### src/rtl/spi_flash_responder.sv
`timescale 1ns/1ps
// spi_flash_responder
// Device side of the SPI flash link driven by SPILoader. Decodes READ (0x03),
// JEDEC ID (0x9F) and read status (0x05) and serves image bytes from a
// byte-wide memory over MISO (SPI mode 0, MSB first). All SPI pins are
// oversampled on MCLK through 2-flop synchronizers.
// Optional feature: define SPI_RESPONDER_FASTREAD_EN to decode FAST READ
// (0x0B) with 8 dummy clocks; without it 0x0B is an unknown command.
module spi_flash_responder #(
    parameter int unsigned ADDR_BITS = 22,
    parameter logic [23:0] JEDEC_ID  = 24'hEF4016
) (
    input  logic                 MCLK,
    input  logic                 nRESET,
    input  logic                 nCS,
    input  logic                 CLK,
    input  logic                 MOSI,
    output logic                 MISO,
    output logic                 MISO_OE,
    output logic [ADDR_BITS-1:0] ROMADDR,
    output logic                 ROMRD,
    input  logic [7:0]           ROMDATA
);

    typedef enum logic [2:0] {
        ST_IDLE, ST_CMD, ST_ADDR,
`ifdef SPI_RESPONDER_FASTREAD_EN
        ST_DUMMY,
`endif
        ST_DATA, ST_IGNORE
    } state_t;

    typedef enum logic [1:0] {
        SRC_MEM, SRC_JEDEC, SRC_STATUS
    } src_t;

    localparam logic [ADDR_BITS-1:0] ADDR_ONE = {{(ADDR_BITS-1){1'b0}}, 1'b1};

    state_t      state, state_next;
    src_t        src;
    logic [1:0]  ncs_sync, clk_sync, mosi_sync;
    logic        ncs_d, clk_d;
    logic        ncs_hi, ncs_fall, clk_rise, clk_fall, mosi_bit;
    logic [4:0]  bit_cnt;
    logic [22:0] shift_in;
    logic [7:0]  cmd_byte;
    logic [23:0] addr_word;
    logic [7:0]  shift_out, prefetch, cur_byte;
    logic        load_next;
    logic [1:0]  byte_idx, idx_next;
    logic        rd_pend, rd_first;
    logic        miso_q;
`ifdef SPI_RESPONDER_FASTREAD_EN
    logic        fast;
`endif

    function automatic logic [7:0] jedec_byte(input logic [1:0] idx);
        case (idx)
            2'd0:    return JEDEC_ID[23:16];
            2'd1:    return JEDEC_ID[15:8];
            default: return JEDEC_ID[7:0];
        endcase
    endfunction

    // Input synchronizers plus one edge-detect stage.
    // The nCS chain resets to "selected" so a chip select held low across
    // reset release is not mistaken for a fresh falling edge.
    always_ff @(posedge MCLK or negedge nRESET) begin
        if (!nRESET) begin
            ncs_sync  <= '0;
            clk_sync  <= '0;
            mosi_sync <= '0;
            ncs_d     <= 1'b0;
            clk_d     <= 1'b0;
        end else begin
            ncs_sync  <= {ncs_sync[0], nCS};
            clk_sync  <= {clk_sync[0], CLK};
            mosi_sync <= {mosi_sync[0], MOSI};
            ncs_d     <= ncs_sync[1];
            clk_d     <= clk_sync[1];
        end
    end

    assign ncs_hi    = ncs_sync[1];
    assign mosi_bit  = mosi_sync[1];
    assign ncs_fall  = ncs_d & ~ncs_sync[1];
    assign clk_rise  = clk_sync[1] & ~clk_d;
    assign clk_fall  = ~clk_sync[1] & clk_d;
    assign cmd_byte  = {shift_in[6:0], mosi_bit};
    assign addr_word = {shift_in, mosi_bit};
    assign cur_byte  = load_next ? prefetch : shift_out;
    assign idx_next  = (byte_idx == 2'd2) ? 2'd0 : byte_idx + 2'd1;

    // State register.
    always_ff @(posedge MCLK or negedge nRESET) begin
        if (!nRESET) state <= ST_IDLE;
        else         state <= state_next;
    end

    // Next-state logic; a deselected chip returns to IDLE from any state.
    always_comb begin
        state_next = state;
        if (state != ST_IDLE && ncs_hi) begin
            state_next = ST_IDLE;
        end else begin
            case (state)
                ST_IDLE: if (ncs_fall) state_next = ST_CMD;
                ST_CMD: begin
                    if (clk_rise && bit_cnt == 5'd7) begin
                        case (cmd_byte)
                            8'h03:        state_next = ST_ADDR;
`ifdef SPI_RESPONDER_FASTREAD_EN
                            8'h0B:        state_next = ST_ADDR;
`endif
                            8'h9F, 8'h05: state_next = ST_DATA;
                            default:      state_next = ST_IGNORE;
                        endcase
                    end
                end
                ST_ADDR: begin
                    if (clk_rise && bit_cnt == 5'd23) begin
`ifdef SPI_RESPONDER_FASTREAD_EN
                        state_next = fast ? ST_DUMMY : ST_DATA;
`else
                        state_next = ST_DATA;
`endif
                    end
                end
`ifdef SPI_RESPONDER_FASTREAD_EN
                ST_DUMMY: if (clk_rise && bit_cnt == 5'd7) state_next = ST_DATA;
`endif
                default: state_next = state;
            endcase
        end
    end

    // Pad outputs: MISO is only driven while serving data.
    always_comb begin
        MISO_OE = (state == ST_DATA);
        MISO    = MISO_OE & miso_q;
    end

    // Datapath: bit counting, command/address shifting, memory fetch and
    // serialization. Memory data is taken two MCLK after ROMRD is raised so a
    // registered-output memory works; the SPI phase limits leave slack.
    always_ff @(posedge MCLK or negedge nRESET) begin
        if (!nRESET) begin
            src       <= SRC_MEM;
            bit_cnt   <= '0;
            shift_in  <= '0;
            shift_out <= '0;
            prefetch  <= '0;
            load_next <= 1'b0;
            byte_idx  <= '0;
            ROMADDR   <= '0;
            ROMRD     <= 1'b0;
            rd_pend   <= 1'b0;
            rd_first  <= 1'b0;
            miso_q    <= 1'b0;
`ifdef SPI_RESPONDER_FASTREAD_EN
            fast      <= 1'b0;
`endif
        end else begin
            ROMRD   <= 1'b0;
            rd_pend <= ROMRD;
            if (rd_pend && state != ST_IDLE && state_next != ST_IDLE) begin
                if (rd_first) shift_out <= ROMDATA;
                else          prefetch  <= ROMDATA;
            end

            if (state_next == ST_IDLE) begin
                bit_cnt   <= '0;
                shift_in  <= '0;
                load_next <= 1'b0;
                miso_q    <= 1'b0;
            end else begin
                case (state)
                    ST_CMD: begin
                        if (clk_rise) begin
                            shift_in <= {shift_in[21:0], mosi_bit};
                            if (bit_cnt == 5'd7) begin
                                bit_cnt  <= '0;
                                byte_idx <= '0;
                                case (cmd_byte)
                                    8'h9F: begin
                                        src       <= SRC_JEDEC;
                                        shift_out <= JEDEC_ID[23:16];
                                    end
                                    8'h05: begin
                                        src       <= SRC_STATUS;
                                        shift_out <= '0;
                                    end
                                    default: src <= SRC_MEM;
                                endcase
`ifdef SPI_RESPONDER_FASTREAD_EN
                                fast <= (cmd_byte == 8'h0B);
`endif
                            end else begin
                                bit_cnt <= bit_cnt + 5'd1;
                            end
                        end
                    end
                    ST_ADDR: begin
                        if (clk_rise) begin
                            shift_in <= {shift_in[21:0], mosi_bit};
                            if (bit_cnt == 5'd23) begin
                                bit_cnt  <= '0;
                                ROMADDR  <= ADDR_BITS'(addr_word);
                                ROMRD    <= 1'b1;
                                rd_first <= 1'b1;
                            end else begin
                                bit_cnt <= bit_cnt + 5'd1;
                            end
                        end
                    end
`ifdef SPI_RESPONDER_FASTREAD_EN
                    ST_DUMMY: begin
                        if (clk_rise) begin
                            if (bit_cnt == 5'd7) bit_cnt <= '0;
                            else                 bit_cnt <= bit_cnt + 5'd1;
                        end
                    end
`endif
                    ST_DATA: begin
                        if (clk_fall) begin
                            miso_q    <= cur_byte[7];
                            shift_out <= {cur_byte[6:0], 1'b0};
                            load_next <= 1'b0;
                            if (bit_cnt == 5'd7) begin
                                bit_cnt   <= '0;
                                load_next <= 1'b1;
                                case (src)
                                    SRC_MEM: begin
                                        ROMADDR  <= ROMADDR + ADDR_ONE;
                                        ROMRD    <= 1'b1;
                                        rd_first <= 1'b0;
                                    end
                                    SRC_JEDEC: begin
                                        prefetch <= jedec_byte(idx_next);
                                        byte_idx <= idx_next;
                                    end
                                    default: prefetch <= '0;
                                endcase
                            end else begin
                                bit_cnt <= bit_cnt + 5'd1;
                            end
                        end
                    end
                    default: ;
                endcase
            end
        end
    end

endmodule
### config.mk
export PLATFORM = sky130hd
export DESIGN_NAME = spi_flash_responder
export DESIGN_NICKNAME = d
export VERILOG_FILES = /design/src/rtl/spi_flash_responder.sv
export SDC_FILE = /design/constraint.sdc
export NUM_CORES = 1
export LEC_CHECK = 0
export ABC_AREA = 1
export CORE_MARGIN = 5
export CORE_UTILIZATION = 35
export CTS_BUF_LIST = sky130_fd_sc_hd__clkbuf_8
export DETAILED_ROUTE_END_ITERATION = 16
export SLEW_MARGIN = 10
export SYNTH_ARGS = -nofsm -noshare
export SYNTH_HDL_FRONTEND = slang
export SYNTH_SLANG_ARGS = --single-unit
export TNS_END_PERCENT = 20
### constraint.sdc
create_clock -name MCLK -period 2.35 [get_ports MCLK]
set_clock_uncertainty 0.05 [all_clocks]
set_input_delay 0.47 -clock MCLK [delete_from_list [all_inputs] [get_ports MCLK]]
set_output_delay 0.47 -clock MCLK [all_outputs]
set_load 0.005 [all_outputs]
==> impl_metrics.csv, run 1 <==
group,metric,value,unit
run_status,status,"completed",
clock_network,htree_levels,3,
setup_path,worstPathArrival,2470,ps
setup_path,cpMostUsedCell,"nand2_2",
detailed_routing,routed_wl,11790,microns
timing,setup-violations-final,0,
setup_path,end_kind,"flop",
timing,rsz0062_at_grt,"yes",
finish,layout_common_cells,"192 x nand2_1, 101 x inv_1, 83 x dfrtp_1, 56 x nor2_1, 56 x o21ai_0",
setup_path,path_depth,14,
setup_path,reg2reg_setup_slack,80,ps
clock_network,cts_buffers,9,
synth,synthSimpleGateAreaFrac,28.25,%
synth,synth_fp_nets,683,
detailed_routing,drtIter0Drc,380,
synth,synth_top_family_by_area,"simple AND/OR/NAND/NOR gates",
global_routing,grt_pass1_wl,19370,microns
setup_path,path_class,"reg2reg",
min_path,hold_start,"clk_sync[0]$_DFF_PN0_",
detailed_routing,wl_per_cell,12.97,microns
synth,synth_compound_area_share,13.60,%
setup_path,cp_cell_sequence,"ha_4 -> nand2_2 -> inv_2 -> nand3_4 -> nor2_4 -> nand3_2 -> nand2_2 -> nand2_2 -> nand3_4 -> nand2_8 -> nor2_4 -> clkinv_4 -> o211ai_1 -> nand2_1",
place,postPlaceCellArea,5469,sq um
global_routing,grt_max_degree,60,
timing,hold_slack,301.4,ps
setup_path,rr_endpoint,"prefetch[4]$_DFF_PN0_",
detailed_routing,drtPass1Iterations,6,
place,dp_slack,41.89,ps
finish,drive_above_1_share,12.21,%
detailed_routing,drc,0,
clock_network,clock_sinks,84,
timing,slew_headroom,62.97,%
floorplan,die_width,128.0,microns
synth,ys_types,35,
timing,fin_crit_sh,96.70,%
timing,hold_viol_final,0,
timing,tightestPinTransition,549.5,ps
power_and_ir_drop,p_int,2.351,mW
setup_path,cp-endpoint,"prefetch[4]$_DFF_PN0_",
floorplan,fp.dieArea,16400,sq um
synth,synth_flop_cell,"dfrtp_1",
power_and_ir_drop,ir_drop,0.2782,mV
setup_path,required,2550,ps
timing,period_needed,2272,ps
synth,synth_seq_area_share,43.10,%
finish,synthToLayoutAreaGrowth,21.93,%
setup_path,r2r-start,"bit_cnt[1]$_DFFE_PN0P_",
detailed_routing,vias,4392,
synth,ys_seq_elements,84,
setup_path,startpoint,"bit_cnt[1]$_DFFE_PN0P_",
min_path,min_path_type,"reg2reg",
global_routing,grt_pass1_vias,4001,
timing,fmax,440.1,MHz
detailed_routing,viasPerCell,4.832,
floorplan,start_util,35.41,%
global_routing,grtUsageTotal,14.51,%
detailed_routing,drtAntennaViolNets,0,
finish,nets,740,
detailed_routing,wl_met3,452,microns
finish,finalInstanceArea,5947,sq um
clock_network,clk_latency,370,ps
detailed_routing,wl_met2,5411,microns
place,dp_hpwl,8381,microns
synth,synth_xor_area_share,3.232,%
power_and_ir_drop,p_sw,1.245,mW
power_and_ir_drop,power_frac_comb,28.9,%
setup_path,cp_num_buf_inv,2,
synth,synth_area,4877,sq um
place,io_buffer_count,37,
finish,antenna_cells,0,
synth,syn_area_per_cell,7.301,sq um
finish,final_common_cell,"nand2_1",
floorplan,dieHeight,128.0,microns
setup_path,startpoint_type,"flop",
synth,synthAdderAreaFrac,0.5131,%
setup_path,critical_path.slowest_cell,"dfrtp_1",
clock_network,root_buffer,"clkbuf_8",
floorplan,ios,38,
detailed_routing,top_layer,"met4",
synth,synth_edf_count,0,
setup_path,cp_max_fo,7,
power_and_ir_drop,power_density,604.7,nW/um^2
floorplan,rows,43,
floorplan,core-area,13770,sq um
clock_network,clk_pin_slew,80,ps
clock_network,cts_buffer_depth,2,
power_and_ir_drop,power_leakage,3.011,nW
place,globalplace.congestion,0.8660,
setup_path,critPathTopFamily,"simple AND/OR/NAND/NOR gates",
global_routing,grt_overflow,0,
synth,async_reset_ff_share,100.0,%
setup_path,max_stage_delay,420,ps
timing,setup_ws,77.55,ps
synth,postSynthCellCount,668,
timing,setup_tns,0,ps
job,maxCapViolCount,0,
synth,yosysWarningCount,0,
setup_path,reg2regPathDepth,14,
global_routing,antenna_found_initial,0,
clock_network,cts_tree,"done",
power_and_ir_drop,clkPwrFrac,27.8,%
detailed_routing,wl_met1,5799,microns
timing,drv_slew,0,
synth,synthMuxAreaShare,0,%
power_and_ir_drop,switching_share,34.61,%
power_and_ir_drop,seqPwrFrac,43.3,%
[power by group through the flow]
stage / Clock (mW) / Sequential [mW] / Combinational (mW)
4_1_cts: 1.04 / 1.55 / 0.878
2_1_floorplan: 0 / 1.56 / 0.699
3_3_place_gp: 0 / 1.57 / 0.844
6_report: 1.00 / 1.56 / 1.04
3_5_place_dp: 0 / 1.58 / 0.861
5_1_grt: 1.10 / 1.56 / 1.15
[area by class of cell]
cell class,count,area (sq um)
Timing Repair Buffer,64,668.1
Multi-Input combinational cell,457,2350
Inverter,108,412.9
Clock buffer,9,123.9
Clock inverter,6,58.81
Fill cell,1421,7826
Timing Repair inverter,1,5.005
Tap cell,180,225.2
Sequential cell,84,2103
[cells in the mapped netlist (5+ instances only)]
cell type / instances / area share, %
o21ai_1: 7 / 0.72
a21oi_1: 9 / 0.92
buf_6: 9 / 2.1
o22ai_1: 5 / 0.64
o211ai_1: 8 / 1.2
dfrtp_1: 84 / 43
a31oi_1: 22 / 2.8
clkbuf_1: 6 / 0.46
o21ai_0: 57 / 5.8
xor2_1: 14 / 2.5
nand4_1: 10 / 1.3
nand2_2: 6 / 0.77
nand2_1: 198 / 15
nor2_1: 59 / 4.5
inv_1: 103 / 7.9
nand3_1: 28 / 2.9
[per-layer routing]
metal	track usage [%]	vias up
met5	0	-
met4	4.619	0
met3	3.292	10
met2	22.27	79
met1	20.37	2066
li1	-	2237
[what timing repair did]
action	in CTS	in global routing
setup endpoints to repair	2	61
gates resized for setup	1	37
gates cloned	0	3
buffers inserted	1	9
hold endpoints to repair	25	0
hold buffers	1	0
pin swaps	1	9
[how the worst min path moves through the flow]
stage | to | slack (ps) | cells past startpoint
finish | clk_sync[1]$_DFF_PN0_ | 300 | 0
global route | clk_sync[1]$_DFF_PN0_ | 310 | 0
CTS | clk_sync[1]$_DFF_PN0_ | 300 | 0
detailed placement | clk_sync[1]$_DFF_PN0_ | 280 | 0
global placement | clk_sync[1]$_DFF_PN0_ | 280 | 0
floorplan | ROMADDR[0]$_DFFE_PN0P_ | 120 | 0
[registers in the layout, indices dropped and copies added (netlist names), 2 cells and up]
signal     cells
state          3
ncs_sync       2
shift_in      21
prefetch       8
mosi_sync      2
clk_sync       2
src            2
byte_idx       2
bit_cnt        5
ROMADDR       22
shift_out      8
[worst reg2reg max path, cell delays in order (launching register included)]
cell,delay (ps)
dfrtp_1,420
ha_4,160
nand2_2,60
inv_2,80
nand3_4,110
nor2_4,160
nand3_2,90
nand2_2,90
nand2_2,80
nand3_4,180
nand2_8,100
nor2_4,200
clkinv_4,100
o211ai_1,200
nand2_1,80
[metrics by stage]
step           util [%]  total power [mW]  instances
2_1_floorplan         -             2.263        668
5_1_grt           43.18             3.814        909
4_1_cts           41.15             3.468        897
3_5_place_dp      39.71             2.437        880
3_3_place_gp      39.71             2.417        880
6_report          43.18             3.596        909
[cells by family after synthesis]
group / after synthesis
simple gates: 322
buf+inv: 127
compound gates: 115
flops: 84
xor+xnor: 18
fa+ha+maj: 2
Power figures use the tool's default switching activity.
==> inputs of run 2 (changes only) <==
--- a/config.mk
+++ b/config.mk
@@ -8,2 +8,3 @@
 export ABC_AREA = 1
+export ABC_CLOCK_PERIOD_IN_PS = 2350
 export CORE_MARGIN = 5
==> constraint.sdc (replaced) <==
create_clock -name MCLK -period 2.35 [get_ports MCLK]
set_clock_uncertainty 0.05 [all_clocks]
set_input_delay 0.3525 -clock MCLK [delete_from_list [all_inputs] [get_ports MCLK]]
set_output_delay 0.3525 -clock MCLK [all_outputs]
set_load 0.02 [all_outputs]
==> run 2 against run 1 <==
Effect of this change: total power fell by 0.64%; clock-buffer cell count did not move; first-iteration DRC count fell by 7.4%; global-route usage increased by 0.054 points; flip-flop and latch count is the same; sequential share of layout area grew 0.65 points; design area is 1.7% lower; largest power group unchanged; clock power is 7% higher.
==> impl_metrics.csv, run 2 (synthesis results as in run 1) <==
group,metric,value,unit
detailed_routing,drtIter0Drc,352,
finish,multi_input_area,2313,sq um
detailed_routing,routed_wl,11550,microns
detailed_routing,drtPass1Iterations,5,
setup_path,required,2550,ps
finish,regMostFlops,"ROMADDR",
place,dp_hpwl,8384,microns
finish,layout_common_cells,"196 x nand2_1, 102 x inv_1, 81 x dfrtp_1, 56 x o21ai_0, 55 x nor2_1",
min_path,min_path_type,"reg2reg",
clock_network,cts_buffer_depth,2,
clock_network,clk_latency,380,ps
floorplan,rows,43,
setup_path,cp_cell_sequence,"ha_2 -> nand2_2 -> inv_2 -> nand3_4 -> nor2_4 -> nand3_1 -> nand2_1 -> nand2_1 -> nand3_4 -> buf_6 -> nand2_4 -> buf_12 -> nand2_1 -> o21ai_0",
power_and_ir_drop,p_total,3.573,mW
clock_network,root_buffer,"clkbuf_8",
floorplan,dieHeight,128.0,microns
job,maxCapViolCount,0,
finish,fillers,1409,
finish,final_common_cell,"nand2_1",
setup_path,cp_max_fo,20,
setup_path,cpMostUsedCell,"nand2_1",
finish,fin_util,42.45,%
timing,fin_crit_sh,93.88,%
detailed_routing,drc,0,
timing,setup_ws,143.7,ps
place,dp_slack,15.74,ps
finish,antenna_cells,0,
finish,reg.largest.list,"ROMADDR: 22 flops, shift_in: 21 flops",
global_routing,grtUsageTotal,14.57,%
timing,slew_headroom,61.81,%
finish,synthToLayoutAreaGrowth,19.88,%
finish,drive_above_1_share,11.45,%
power_and_ir_drop,power_density,611.1,nW/um^2
place,globalplace.congestion,0.9275,
setup_path,startpoint_type,"flop",
finish,seqCellArea,2106,sq um
timing,setup-violations-final,0,
global_routing,grt_pass1_vias,3962,
timing,hold_slack,302.4,ps
floorplan,die_width,128.0,microns
clock_network,cts_tree,"done",
clock_network,clock_sinks,84,
clock_network,cts_buffers,9,
setup_path,path_class,"reg2reg",
finish,nets,735,
global_routing,grt_overflow,0,
detailed_routing,viasPerCell,4.781,
floorplan,core-area,13770,sq um
timing,tightestPinTransition,572.9,ps
place,io_buffer_count,37,
floorplan,fp.dieArea,16400,sq um
floorplan,start_util,35.41,%
timing,fmax,453.3,MHz
global_routing,antenna_found_initial,0,
run_status,status,"completed",
power_and_ir_drop,ir_drop,0.3466,mV
timing,hold_viol_final,0,
floorplan,ios,38,
clock_network,clk_pin_slew,80,ps
timing,period_needed,2206,ps
setup_path,reg2regPathDepth,14,
global_routing,grt_max_degree,44,
setup_path,max_stage_delay,390,ps
clock_network,htree_levels,3,
finish,largest_register_ffs,22,
power_and_ir_drop,power_leakage,2.974,nW
setup_path,end_kind,"flop",
detailed_routing,drtAntennaViolNets,0,
min_path,hold_depth,0,
detailed_routing,vias,4327,
setup_path,critical_path.slowest_cell,"dfrtp_1",
timing,drv_slew,0,
detailed_routing,wl_per_cell,12.76,microns
global_routing,grt_pass1_wl,19330,microns
setup_path,worstPathArrival,2410,ps
[run 2: per-layer routing]
| layer | share of wire [%] | wire length, microns | up-vias | GRT usage (%) |
|---|---|---|---|---|
| li1 | - | - | 2223 | - |
| met1 | 49 | 5709 | 2004 | 20.87 |
| met2 | 45 | 5213 | 88 | 21.87 |
| met3 | 3.6 | 410 | 12 | 2.667 |
| met4 | 1.8 | 212 | 0 | 5.556 |
| met5 | 0 | 0 | - | 0 |
[run 2: final timing paths]
kind | from | end | slack [ps]
max | bit_cnt[0]$_DFFE_PN0P_ | rd_first$_DFFE_PN0P_ | 140
min | clk_sync[0]$_DFF_PN0_ | clk_sync[1]$_DFF_PN0_ | 300
max reg2reg | bit_cnt[0]$_DFFE_PN0P_ | rd_first$_DFFE_PN0P_ | 140
min reg2reg | clk_sync[0]$_DFF_PN0_ | clk_sync[1]$_DFF_PN0_ | 300
max in group asynchronous | nRESET | mosi_sync[1]$_DFF_PN0_ | 1180
min in group asynchronous | nRESET | bit_cnt[2]$_DFFE_PN0P_ | 450
[run 2: layout make-up]
class,instances,area share (%)
flip-flops and latches,84,36.02
inverters,108,7.019
clock buffers,9,2.119
well taps,180,3.852
repair buffers,60,10.14
multi-input cells,457,39.57
clock inverters,7,1.284
[run 2: worst max-delay path, delay by kind of cell (launching register included)]
family / cells / cell delay, ps
and+or+nand+nor: 9 / 910
adders and majority gates: 1 / 210
buffers and inverters: 3 / 430
DFF: 1 / 390
AOI/OAI and AO/OA: 1 / 80
[run 2: repair_timing]
action | 4_1_cts | 5_1_grt
setup buffers | 0 | 7
endpoints found under the setup margin | 2 | 63
hold buffers | 1 | 0
pin swaps | 0 | 6
hold endpoints to repair | 42 | 0
resized for setup | 2 | 29
[run 2: stage by stage]
step	cell area (sq um)	TNS, ps	instances
after global routing	5847	-39.77	905
after global placement	5477	0	881
after CTS	5683	0	898
after detailed placement	5477	0	881
final	5847	0	905
after floorplan	4877	0	668
[run 2: power by group]
group          leakage (nW)  switching, mW  internal, mW  total, mW
registers              1.11         0.0515          1.50       1.55
clock network        0.0975          0.568         0.498       1.07
logic                  1.77          0.650         0.307      0.957
